`config.mk`:
```
export PLATFORM = sky130hd
export DESIGN_NAME = apu_frame_sequencer
export DESIGN_NICKNAME = d
export VERILOG_FILES = /design/src/rtl/apu_frame_sequencer.sv
export SDC_FILE = /design/constraint.sdc
export NUM_CORES = 1
export LEC_CHECK = 0
export BUFFER_PORTS_ARGS = -buffer_cell sky130_fd_sc_hd__buf_2
export CAP_MARGIN = 20
export CORE_ASPECT_RATIO = 0.9
export CORE_MARGIN = 1.5
export CORE_UTILIZATION = 54
export DETAILED_ROUTE_END_ITERATION = 8
export GPL_TIMING_DRIVEN = 0
export PLACE_DENSITY = 0.75
export SLEW_MARGIN = 20
export SYNTH_ARGS = -nofsm -noshare
export SYNTH_HDL_FRONTEND = slang
export SYNTH_SLANG_ARGS = --single-unit
```
`constraint.sdc`:
```
create_clock -name clk -period 3.3 [get_ports clk]
set_input_delay 0.66 -clock clk [delete_from_list [all_inputs] [get_ports clk]]
set_output_delay 0.66 -clock clk [all_outputs]
set_load 0.005 [all_outputs]
```
`src/rtl/apu_frame_sequencer.sv`:
```
// APU frame counter ($4017): derives quarter/half-frame strobes and the frame IRQ
// from the APU-cycle tick, in 4-step or 5-step sequence mode.
module apu_frame_sequencer #(
  parameter int unsigned STEP1 = 3728,
  parameter int unsigned STEP2 = 7456,
  parameter int unsigned STEP3 = 11185,
  parameter int unsigned STEP4 = 14914,
  parameter int unsigned STEP5 = 18640,
  parameter int unsigned CNT_W = 15
) (
  input  logic       clk,
  input  logic       rst,
  input  logic       tick,
  input  logic       wr_en,
  input  logic [7:0] wr_data,
  input  logic       irq_ack,
  output logic       quarter_frame,
  output logic       half_frame,
  output logic       irq,
  output logic       mode,
  output logic [2:0] step
);

  localparam logic [CNT_W-1:0] S1 = CNT_W'(STEP1);
  localparam logic [CNT_W-1:0] S2 = CNT_W'(STEP2);
  localparam logic [CNT_W-1:0] S3 = CNT_W'(STEP3);
  localparam logic [CNT_W-1:0] S4 = CNT_W'(STEP4);
  localparam logic [CNT_W-1:0] S5 = CNT_W'(STEP5);
  localparam logic [CNT_W-1:0] One = CNT_W'(1);

  logic [CNT_W-1:0] cnt_q;
  logic             inhibit_q;
  logic             pending_q;
  logic             hit1, hit2, hit3, hit4, hit5;

  logic unused_wr_data;
  assign unused_wr_data = ^wr_data[5:0];

  always_comb begin
    hit1 = (cnt_q == S1);
    hit2 = (cnt_q == S2);
    hit3 = (cnt_q == S3);
    hit4 = (cnt_q == S4);
    hit5 = mode && (cnt_q == S5);
  end

  always_ff @(posedge clk or posedge rst) begin
    if (rst) begin
      cnt_q         <= '0;
      mode          <= 1'b0;
      inhibit_q     <= 1'b0;
      irq           <= 1'b0;
      pending_q     <= 1'b0;
      quarter_frame <= 1'b0;
      half_frame    <= 1'b0;
      step          <= 3'd0;
    end else begin
      quarter_frame <= 1'b0;
      half_frame    <= 1'b0;
      // Ack is applied first so a same-cycle IRQ set below overrides it.
      if (irq_ack) irq <= 1'b0;

      if (wr_en) begin
        // A tick coinciding with the write is dropped entirely.
        mode      <= wr_data[7];
        inhibit_q <= wr_data[6];
        pending_q <= 1'b1;
        if (wr_data[6]) irq <= 1'b0;
        if (wr_data[7]) begin
          quarter_frame <= 1'b1;
          half_frame    <= 1'b1;
        end
      end else if (tick) begin
        if (pending_q) begin
          cnt_q     <= '0;
          pending_q <= 1'b0;
          step      <= 3'd0;
        end else if (hit1) begin
          quarter_frame <= 1'b1;
          step          <= 3'd1;
          cnt_q         <= cnt_q + One;
        end else if (hit2) begin
          quarter_frame <= 1'b1;
          half_frame    <= 1'b1;
          step          <= 3'd2;
          cnt_q         <= cnt_q + One;
        end else if (hit3) begin
          quarter_frame <= 1'b1;
          step          <= 3'd3;
          cnt_q         <= cnt_q + One;
        end else if (hit4) begin
          if (mode) begin
            step  <= 3'd4;
            cnt_q <= cnt_q + One;
          end else begin
            quarter_frame <= 1'b1;
            half_frame    <= 1'b1;
            step          <= 3'd0;
            cnt_q         <= '0;
            if (!inhibit_q) irq <= 1'b1;
          end
        end else if (hit5) begin
          quarter_frame <= 1'b1;
          half_frame    <= 1'b1;
          step          <= 3'd0;
          cnt_q         <= '0;
        end else begin
          cnt_q <= cnt_q + One;
        end
      end
    end
  end

endmodule

```
==> reports/results.ini, run 1 <==
[run_status]
status = complete, no violations

[worst_setup_path]
crit_fanout = 10
cp_slowest_cell = dfrtp_1
crit_type = reg -> reg
max_stage_delay_ns = 0.45
cp.arrival_ns = 2.40
cp.required_ns = 3.52
end_kind = flip-flop
critPathLaunchType = flip-flop
crit_chain = inv_1, ha_1, nor4bb_1, and4_1, a211oi_4, buf_6, a221o_1

[pwr]
swShare = 0.273
clock_power_share = 0.271
power.density_mw_per_mm2 = 361
leakage_nw = 0.731
p_seq_frac = 0.594
p_sw_uw = 157
ir_drop_mv = 0.240
pwr-share-comb = 0.135
power.internal_uw = 417
power_uw = 574

[cts]
clock-sinks = 24
cts_max_level = 1
clk_latency_ns = 0.32
cts_buffers = 3
cts_resized = 0
clk_pin_slew_worst_paths_ns = 0.13
cts_tree = done
post_cts_buffers = 0
cts_hold_buf = 0
clockRootBuffer = clkbuf_4
clockBufferDepth = 2

[layout]
utilization = 0.634
syn_to_final_growth_pct = 9.37
fin_nets = 190
drive_above_1_share = 0.174
fin_area_mm2 = 0.00159
antenna_cells = 0

[yosys]
synth_most_common_cell = dfrtp_1
synth_edf_count = 0
synthTopCellsByArea = dfrtp_1, nand2_1, ha_1, a31oi_1, nand3_1
netlist_top_cells_count = dfrtp_1, nand2_1, inv_1
synth_top_area_share = 0.413
synth_seq_cells = 24
synth.distinct_cells = 47
syn_area_mm2 = 0.00146
async_flop_share = 1.00
yosys_warnings = 0
syn-num-nets = 172
synth_largest_area_cell = dfrtp_1
syn_inst = 155
synth.avg_cell_area_um2 = 9.39
ys.flop_type = dfrtp_1
ys_seq_area_frac = 0.413

[global_routing]
grt_max_degree = 25
grt_overflow = 0
antenna_found_initial = 0
grt_pass1_wl_um = 5480
grt_pass1_vias = 1188
grt.total_usage = 0.239

[sta]
setup_viol = 0
rsz0062_at_grt = no
post-route-period-util = 0.662
tightest_slew_ns = 0.900
fin_setup_tns_ns = 0
clock.fmax_ghz = 0.458
setup_slack_ns = 1.12
maxSlewHeadroom = 0.399
hold_viol_final = 0
finClkSkew_ns = 0.00438
final.min_clock_period_ns = 2.18
maxSlewViolCount = 0

[route]
wl_per_cell_um = 16.3
num_vias = 1258
drt_iter0_markers = 74
wl_um = 3260
vias_per_cell = 6.29
postRouteAntennaNets = 0
first_pass_iters = 4
drc_errors = 0

[floorplanning]
core.rowCount = 17
pin_count = 20
coreArea_mm2 = 0.00251
die_w_um = 57.7
die_y_um = 52.2
start_util = 0.580
die_area_mm2 = 0.00302

[placement]
post_dp_cell_area_mm2 = 0.00156
numPortBuffers = 13
place_hpwl_um = 2290
pre_cts_slack_ns = 0.973
gp_congestion = 0.811

[min_path]
worstHoldPathType = reg -> reg

[run]
drv_cap = 0

-- metal layers --
layer	share of wire	up-vias	GRT usage	wire (µm)
met5	0	-	0	0
met4	0.0095	0	0.0659	31
met3	0.059	6	0.0519	192
met2	0.46	43	0.373	1500
met1	0.47	604	0.336	1530
li1	-	605	-	-
-- metrics by stage --
stage	hold WS [ns]	instances
5_1_grt	0.496	200
3_5_place_dp	0.463	196
3_3_place_gp	0.452	196
4_1_cts	0.481	200
2_1_floorplan	0.433	155
6_report	0.480	200
-- path summary, 6_finish.rpt --
kind / from / to / slack [ns] / cells after the start
worst max-delay path: cnt_q[0] / cnt_q[11] / 1.12 / 7
worst max register to register: cnt_q[0] / cnt_q[11] / 1.12 / 7
min in group asynchronous: rst / irq / 0.51 / 2
worst min register to register: inhibit_q / irq / 0.48 / 1
max in group asynchronous: rst / cnt_q[0] / 2.24 / 2
worst min-delay path: inhibit_q / irq / 0.48 / 1
-- logic make-up after synthesis --
family	after synthesis	share of synthesized area
compound gates	40	0.192
xor+xnor	1	0.00602
fa+ha+maj	4	0.0344
buf+inv	17	0.0576
flops	24	0.413
mux	1	0.00774
simple gates	68	0.290
-- state kept, by name, indices dropped and copies added, names as in the netlist --
register and cells:
irq 1, step 3, pending_q 1, half_frame 1
mode 1, cnt_q 15, inhibit_q 1, quarter_frame 1
-- layout make-up --
| cell class | count | area, µm² |
|---|---|---|
| Clock buffer | 4 | 36.3 |
| Timing Repair Buffer | 13 | 65.1 |
| Multi-Input combinational cell | 114 | 771 |
| Tap cell | 28 | 35.0 |
| Buffer | 8 | 50.0 |
| Fill cell | 216 | 918 |
| Inverter | 9 | 33.8 |
| Sequential cell | 24 | 601 |
-- cell usage in the layout (no fill, tap or decap), types with 3 or more instances in the layout --
cell type / Yosys / layout
a21oi_1: 7 / 7
a31oi_1: 7 / 7
buf_2: 3 / 16
clkbuf_4: 0 / 3
dfrtp_1: 24 / 24
ha_1: 4 / 4
inv_1: 9 / 9
nand2_1: 15 / 15
nand2b_1: 6 / 6
nand3_1: 8 / 8
nand4_1: 3 / 3
nor2_1: 8 / 8
nor2b_1: 3 / 3
nor3_1: 4 / 4
nor4b_1: 3 / 3
nor4bb_1: 3 / 3
o21ai_0: 4 / 4
o21ai_1: 5 / 5
-- power groups by stage --
stage                     clock, mW  combinational (mW)  sequential, mW
final                         0.155              0.0774           0.341
after global routing          0.167              0.0897           0.346
after CTS                     0.158              0.0786           0.340
after detailed placement          0              0.0788           0.345
after global placement            0              0.0766           0.345
after floorplan                   0              0.0552           0.340
-- critical path, delay by kind of cell (launching register included) --
family,cells,cell delay (ns)
AND/OR/NAND/NOR,2,0.82
flip-flops,1,0.45
AO/OA/AOI/OAI,2,0.37
buffers and inverters,2,0.28
adder cells (fa/ha/maj),1,0.15
Power figures use the tool's default switching activity.
==> run 2: changes to the inputs <==
- ABC_AREA: default -> 1
- CORE_UTILIZATION: 54 -> 52
- PLACE_DENSITY: 0.75 -> 0.74
- clock period: 3.3 -> 1.81 ns (I/O delays scaled with it)
==> run 2 against run 1 <==
  * Combinational power rose by 41%
  * Routed wire length rose by 17%
  * Clock-buffer cell count shrank 1
  * Sequential share of layout area fell by 5.6 points
  * Final cell count up 51%
  * First-iteration DRC count grew 14%
  * Critical endpoint is now cnt_q[12]
  * Total power up 88%
  * Core utilization fell by 2.0 points
  * Global-route usage grew 0.34 points
==> reports/results.ini, run 2 <==
[route]
vias_per_cell = 5.12  ; -19%
wl_um = 3820  ; +17%
first_pass_iters = 4  ; unchanged
num_vias = 1541  ; +22%
drt_iter0_markers = 84  ; +14%
wl_per_cell_um = 12.7  ; -22%
postRouteAntennaNets = 0  ; unchanged
drc_errors = 0  ; unchanged

[global_routing]
grt_overflow = 0  ; unchanged
grt_pass1_wl_um = 6800  ; +24%
grt_pass1_vias = 1461  ; +23%
antenna_found_initial = 0  ; unchanged
grt.total_usage = 0.243  ; +0.00340
grt_max_degree = 25  ; unchanged

[cts]
cts_hold_buf = 0  ; unchanged
clockBufferDepth = 2  ; unchanged
cts_tree = done
clockRootBuffer = clkbuf_4
cts_max_level = 1  ; unchanged
clk_latency_ns = 0.33  ; about the same
clock-sinks = 24  ; unchanged
clk_pin_slew_worst_paths_ns = 0.14  ; about the same
cts_buffers = 3  ; unchanged

[worst_setup_path]
crit_chain = inv_1, nand2_1, nor2_1, nand4_1, nand2_1, nand2_2, nand2_4, buf_12, o21ai_2
max_stage_delay_ns = 0.48  ; +0.03 ns
cp.required_ns = 2.05  ; -1.47 ns
path_common_cell = nand2_1
cp_slowest_cell = dfrtp_1
cp.arrival_ns = 1.93  ; -0.47 ns
critPathBufInv = 2  ; unchanged
crit_type = reg -> reg
path_delay_family = simple AND/OR/NAND/NOR gates
end_kind = flip-flop
critPathLaunchType = flip-flop
crit_fanout = 10  ; unchanged

[sta]
finClkSkew_ns = 0.00528  ; +0.000906 ns
hold_viol_final = 0  ; unchanged
maxSlewHeadroom = 0.378  ; -0.0210
clock.fmax_ghz = 0.591  ; +29%
maxSlewViolCount = 0  ; unchanged
final.min_clock_period_ns = 1.69  ; -0.491 ns
post-route-period-util = 0.935  ; +0.274
tightest_slew_ns = 0.932  ; +0.0315 ns
setup_viol = 0  ; unchanged

[layout]
syn_to_final_growth_pct = 11.6
utilization = 0.614  ; -0.0201
fin_nets = 277  ; +46%
largest_reg_flops = 15  ; unchanged
final_common_cell = nand2_1
stdcell_count = 301  ; +51%
largest-register = cnt_q
drive_above_1_share = 0.197  ; +0.0225
layout_common_cells = nand2_1, nor2_1, inv_1
largest_registers = cnt_q x15, step x3
antenna_cells = 0  ; unchanged

[pwr]
leakage_nw = 0.882  ; +21%
p_sw_uw = 264  ; +68%
swShare = 0.245  ; -0.0284
clock_power_share = 0.372  ; +0.101
pwr-share-comb = 0.101  ; -0.034
power.internal_uw = 813  ; +95%
power.density_mw_per_mm2 = 572  ; +59%
p_seq_frac = 0.527  ; -0.067
ir_drop_mv = 0.607  ; +150%

[floorplanning]
coreArea_mm2 = 0.00307  ; +22%
pin_count = 20  ; unchanged
start_util = 0.550  ; -0.0294
die_area_mm2 = 0.00360  ; +19%
die_y_um = 57.1  ; +9.2%
die_w_um = 63.1  ; +9.2%
core.rowCount = 19  ; +2

[yosys]
syn-num-nets = 258  ; +50%
syn_inst = 241  ; +55%
synth_edf_count = 0  ; unchanged
syn_area_mm2 = 0.00169  ; +16%
synth_seq_cells = 24  ; unchanged
synthTopCellsByArea = dfrtp_1, nand2_1, nor2_1, inv_1, o21ai_2
synth_top_area_share = 0.356  ; -0.0569
synth.distinct_cells = 22  ; -53%
async_flop_share = 1.00  ; unchanged
synth.avg_cell_area_um2 = 7.00  ; -25%
synth_largest_area_cell = dfrtp_1
ys.flop_type = dfrtp_1
ys_seq_area_frac = 0.356  ; -0.0569
synth_most_common_cell = nand2_1
yosys_warnings = 0  ; unchanged
netlist_top_cells_count = nand2_1, nor2_1, inv_1

[placement]
gp_congestion = 0.902  ; +11%
place_hpwl_um = 2870  ; +25%
numPortBuffers = 13  ; unchanged
dp_cells = 296  ; +51%

[min_path]
worstHoldPathType = in -> async

[run]
drv_cap = 0  ; unchanged

[run_status]
status = complete, no violations

run 2: cell count changes in the layout (fill, tap and decap cells not counted), moves of 6 or more:
cell      before  now
xor2_1         0   10
o21ai_0        4   10
o21ai_2        0   10
nor2_1         8   31
a21oi_1        7    0
inv_1          9   24
a31oi_1        7    0
nand2b_1       6    0
nand2_1       15   76
run 2: area by class of cell:
type	count	area (µm²)
Fill cell	283	1180
Multi-Input combinational cell	183	951
Sequential cell	24	604
Inverter	27	101
Timing Repair Buffer	14	72.6
Tap cell	42	52.6
Buffer	7	48.8
Clock inverter	1	30.0
Clock buffer	3	22.5
run 2: cell families (layout without fill, tap and decap cells):
group / Yosys count / count (layout) / synth area share
xor gates and xnor gates: 11 / 11 / 0.0571
and+or+nand+nor: 146 / 146 / 0.386
adders and majority gates: 4 / 4 / 0.0297
buffers and inverters: 34 / 52 / 0.0838
DFF: 24 / 24 / 0.356
AOI/OAI and AO/OA: 22 / 22 / 0.0875
run 2: path summary, 6_finish.rpt:
path                       startpoint         to  slack (ns)  depth (start not counted)
min reg2reg                   step[2]    step[2]        0.48                          2
min                               rst   cnt_q[5]        0.21                          2
max in group asynchronous         rst   cnt_q[2]        0.98                          2
max                          cnt_q[5]  cnt_q[12]        0.12                          9
min in group clk                 tick  pending_q        0.23                          2
max reg2reg                  cnt_q[5]  cnt_q[12]        0.12                          9
run 2: what timing repair did:
action	in CTS	in global routing
buffers inserted	0	1
gates resized for setup	0	8
setup endpoints to repair	0	16
run 2: layer usage:
metal / GRT usage / part of all wire
met1: 0.331 / 0.47
met5: 0 / 0
met3: 0.0513 / 0.069
met2: 0.388 / 0.45
met4: 0.0825 / 0.012
run 2: power by group through the flow:
stage | clock (mW) | combinational (mW) | sequential (mW)
finish | 0.401 | 0.109 | 0.568
global route | 0.438 | 0.123 | 0.572
CTS | 0.414 | 0.101 | 0.568
detailed placement | 0 | 0.101 | 0.579
global placement | 0 | 0.0980 | 0.578
floorplan | 0 | 0.0668 | 0.575
run 2: through the flow:
stage	power [mW]	hold WS [ns]	TNS [ns]	area, µm²	worst slack, ns
final	1.08	0.210	0	1880	0.117
after global routing	1.13	0.226	-0.000572	1880	-0.000572
after CTS	1.08	0.206	0	1860	0.0449
after detailed placement	0.679	0.453	0	1810	0.0786
after global placement	0.676	0.451	0	1810	0.108
after floorplan	0.642	0.377	0	1690	0.308
==> run 3: changes to the inputs <==
- CORE_UTILIZATION: 52 -> 50
- PLACE_DENSITY: 0.74 -> 0.72
==> run 3 against run 2 <==
  * Critical path depth is the same
  * Via count rose by 0.71%
  * Fmax hardly changed
  * Largest power group unchanged
==> reports/results.ini, run 3 (same netlist as run 2, synthesis figures left out) <==
[worst_setup_path]
crit_fanout = 6  ; -4
cp.arrival_ns = 1.86  ; -0.07 ns
cp_slowest_cell = dfrtp_1
end_kind = flip-flop
crit_type = reg -> reg
cp.required_ns = 1.97  ; -0.08 ns
cp-startpoint = cnt_q[5]
critPathLaunchType = flip-flop
r2r_setup_slack_ns = 0.12  ; about the same
path_common_cell = nand2_1
max_stage_delay_ns = 0.47  ; about the same
crit_chain = inv_1, nand2_1, nor2_1, nand4_1, nand2_1, nand2_2, nand2_4, clkbuf_16, o21ai_2
r2r_start = cnt_q[5]
critPathBufInv = 2  ; unchanged
path_delay_family = simple AND/OR/NAND/NOR gates

[cts]
cts_buffers = 3  ; unchanged
cts_tree = done
cts_hold_buf = 0  ; unchanged
cts_max_level = 1  ; unchanged
clockBufferDepth = 2  ; unchanged
post_cts_buffers = 0  ; unchanged
clk_pin_slew_worst_paths_ns = 0.09  ; -0.05 ns
clockRootBuffer = clkbuf_8
clk_latency_ns = 0.28  ; -0.05 ns
clock-sinks = 24  ; unchanged

[placement]
pre_cts_slack_ns = 0.0890  ; +0.0104 ns
post_dp_cell_area_mm2 = 0.00181  ; unchanged
place_hpwl_um = 2860  ; -0.25%
gp_congestion = 0.960  ; +6.5%
numPortBuffers = 13  ; unchanged

[sta]
setup_viol = 0  ; unchanged
finClkSkew_ns = 0.0113  ; +0.00604 ns
tightest_slew_ns = 0.913  ; -0.0186 ns
final.min_clock_period_ns = 1.69  ; +0.000292 ns
setup_slack_ns = 0.117  ; -0.000292 ns
maxSlewViolCount = 0  ; unchanged
holdWs_ns = 0.269  ; +0.0593 ns
maxSlewHeadroom = 0.390  ; +0.0124
rsz0062_at_grt = no
post-route-period-util = 0.936  ; about the same
fin_setup_tns_ns = 0  ; unchanged
hold_viol_final = 0  ; unchanged
clock.fmax_ghz = 0.591  ; about the same

[global_routing]
grt_overflow = 0  ; unchanged
antenna_found_initial = 0  ; unchanged
grt_pass1_wl_um = 6610  ; -2.8%
grt_max_degree = 25  ; unchanged
busiest_layer = met2
grt.total_usage = 0.230  ; -0.0123
met2_usage = 0.376  ; -0.0110
grt_use_met1 = 0.314  ; -0.0177
grt_pass1_vias = 1449  ; -0.82%
use_met3 = 0.0447  ; -0.00662

[route]
first_pass_iters = 5  ; +1
vias_per_cell = 5.16  ; +0.71%
num_vias = 1552  ; +0.71%
drc_errors = 0  ; unchanged
drt_iter0_markers = 152  ; +81%
postRouteAntennaNets = 0  ; unchanged
wl_per_cell_um = 13.0  ; +2.0%
wl_um = 3900  ; +2.0%

[run]
drv_cap = 0  ; unchanged

[layout]
largest_registers = cnt_q x15, step x3
fin_area_mm2 = 0.00190  ; +0.86%
largest-register = cnt_q
largest_reg_flops = 15  ; unchanged
drive_above_1_share = 0.201  ; +0.00386
fin_nets = 277  ; unchanged
antenna_cells = 0  ; unchanged
layout_common_cells = nand2_1, nor2_1, inv_1
final_common_cell = nand2_1
fillCellCount = 297  ; +4.9%
syn_to_final_growth_pct = 12.5

[floorplanning]
core.rowCount = 19  ; unchanged
pin_count = 20  ; unchanged
die_w_um = 64.2  ; +1.9%
die_area_mm2 = 0.00373  ; +3.8%
coreArea_mm2 = 0.00314  ; +2.3%
die_y_um = 58.1  ; +1.9%
start_util = 0.538  ; -0.0125

[min_path]
worstHoldPathType = in -> async

[pwr]
leakage_nw = 0.887  ; +0.58%
power.density_mw_per_mm2 = 555  ; -3.1%
ir_drop_mv = 0.532  ; -12%

[run_status]
status = complete, no violations

run 3: power breakdown:
group	internal, mW	total, mW	switching (mW)
Sequential	0.551	0.570	0.0183
Clock	0.195	0.378	0.184
Combinational	0.0360	0.106	0.0697
run 3: metrics by stage:
stage / util / instances / power [mW]
global placement: 0.575 / 296 / 0.676
finish: 0.605 / 301 / 1.05
detailed placement: 0.575 / 296 / 0.677
floorplan: - / 241 / 0.642
global route: 0.605 / 301 / 1.09
CTS: 0.593 / 300 / 1.05
run 3: metal layers:
layer	vias to the layer above	part of all wire	wire, µm
li1	792	-	-
met1	709	0.47	1820
met2	45	0.45	1770
met3	6	0.067	260
met4	0	0.012	47
met5	-	0	0
run 3: worst paths after layout:
path / end / depth (start not counted)
worst max register to register: cnt_q[7] / 9
worst min-delay path: cnt_q[10] / 2
worst min register to register: step[2] / 2
min in group clk: pending_q / 2
max in group asynchronous: cnt_q[0] / 2
worst max-delay path: cnt_q[7] / 9
run 3: final cells by class:
type | instances | area, µm² | share of cell area
multi-input combinational | 183 | 953 | 0.502
sequential | 24 | 603 | 0.318
inverter | 27 | 101 | 0.0534
timing repair buffer | 14 | 90.1 | 0.0474
clock buffer | 4 | 55.1 | 0.0290
tap | 42 | 52.6 | 0.0277
buffer | 7 | 43.8 | 0.0231
run 3: what timing repair did:
action,CTS,global route
gates resized for setup,0,8
endpoints found under the setup margin,0,14
hold endpoints to repair,0,0
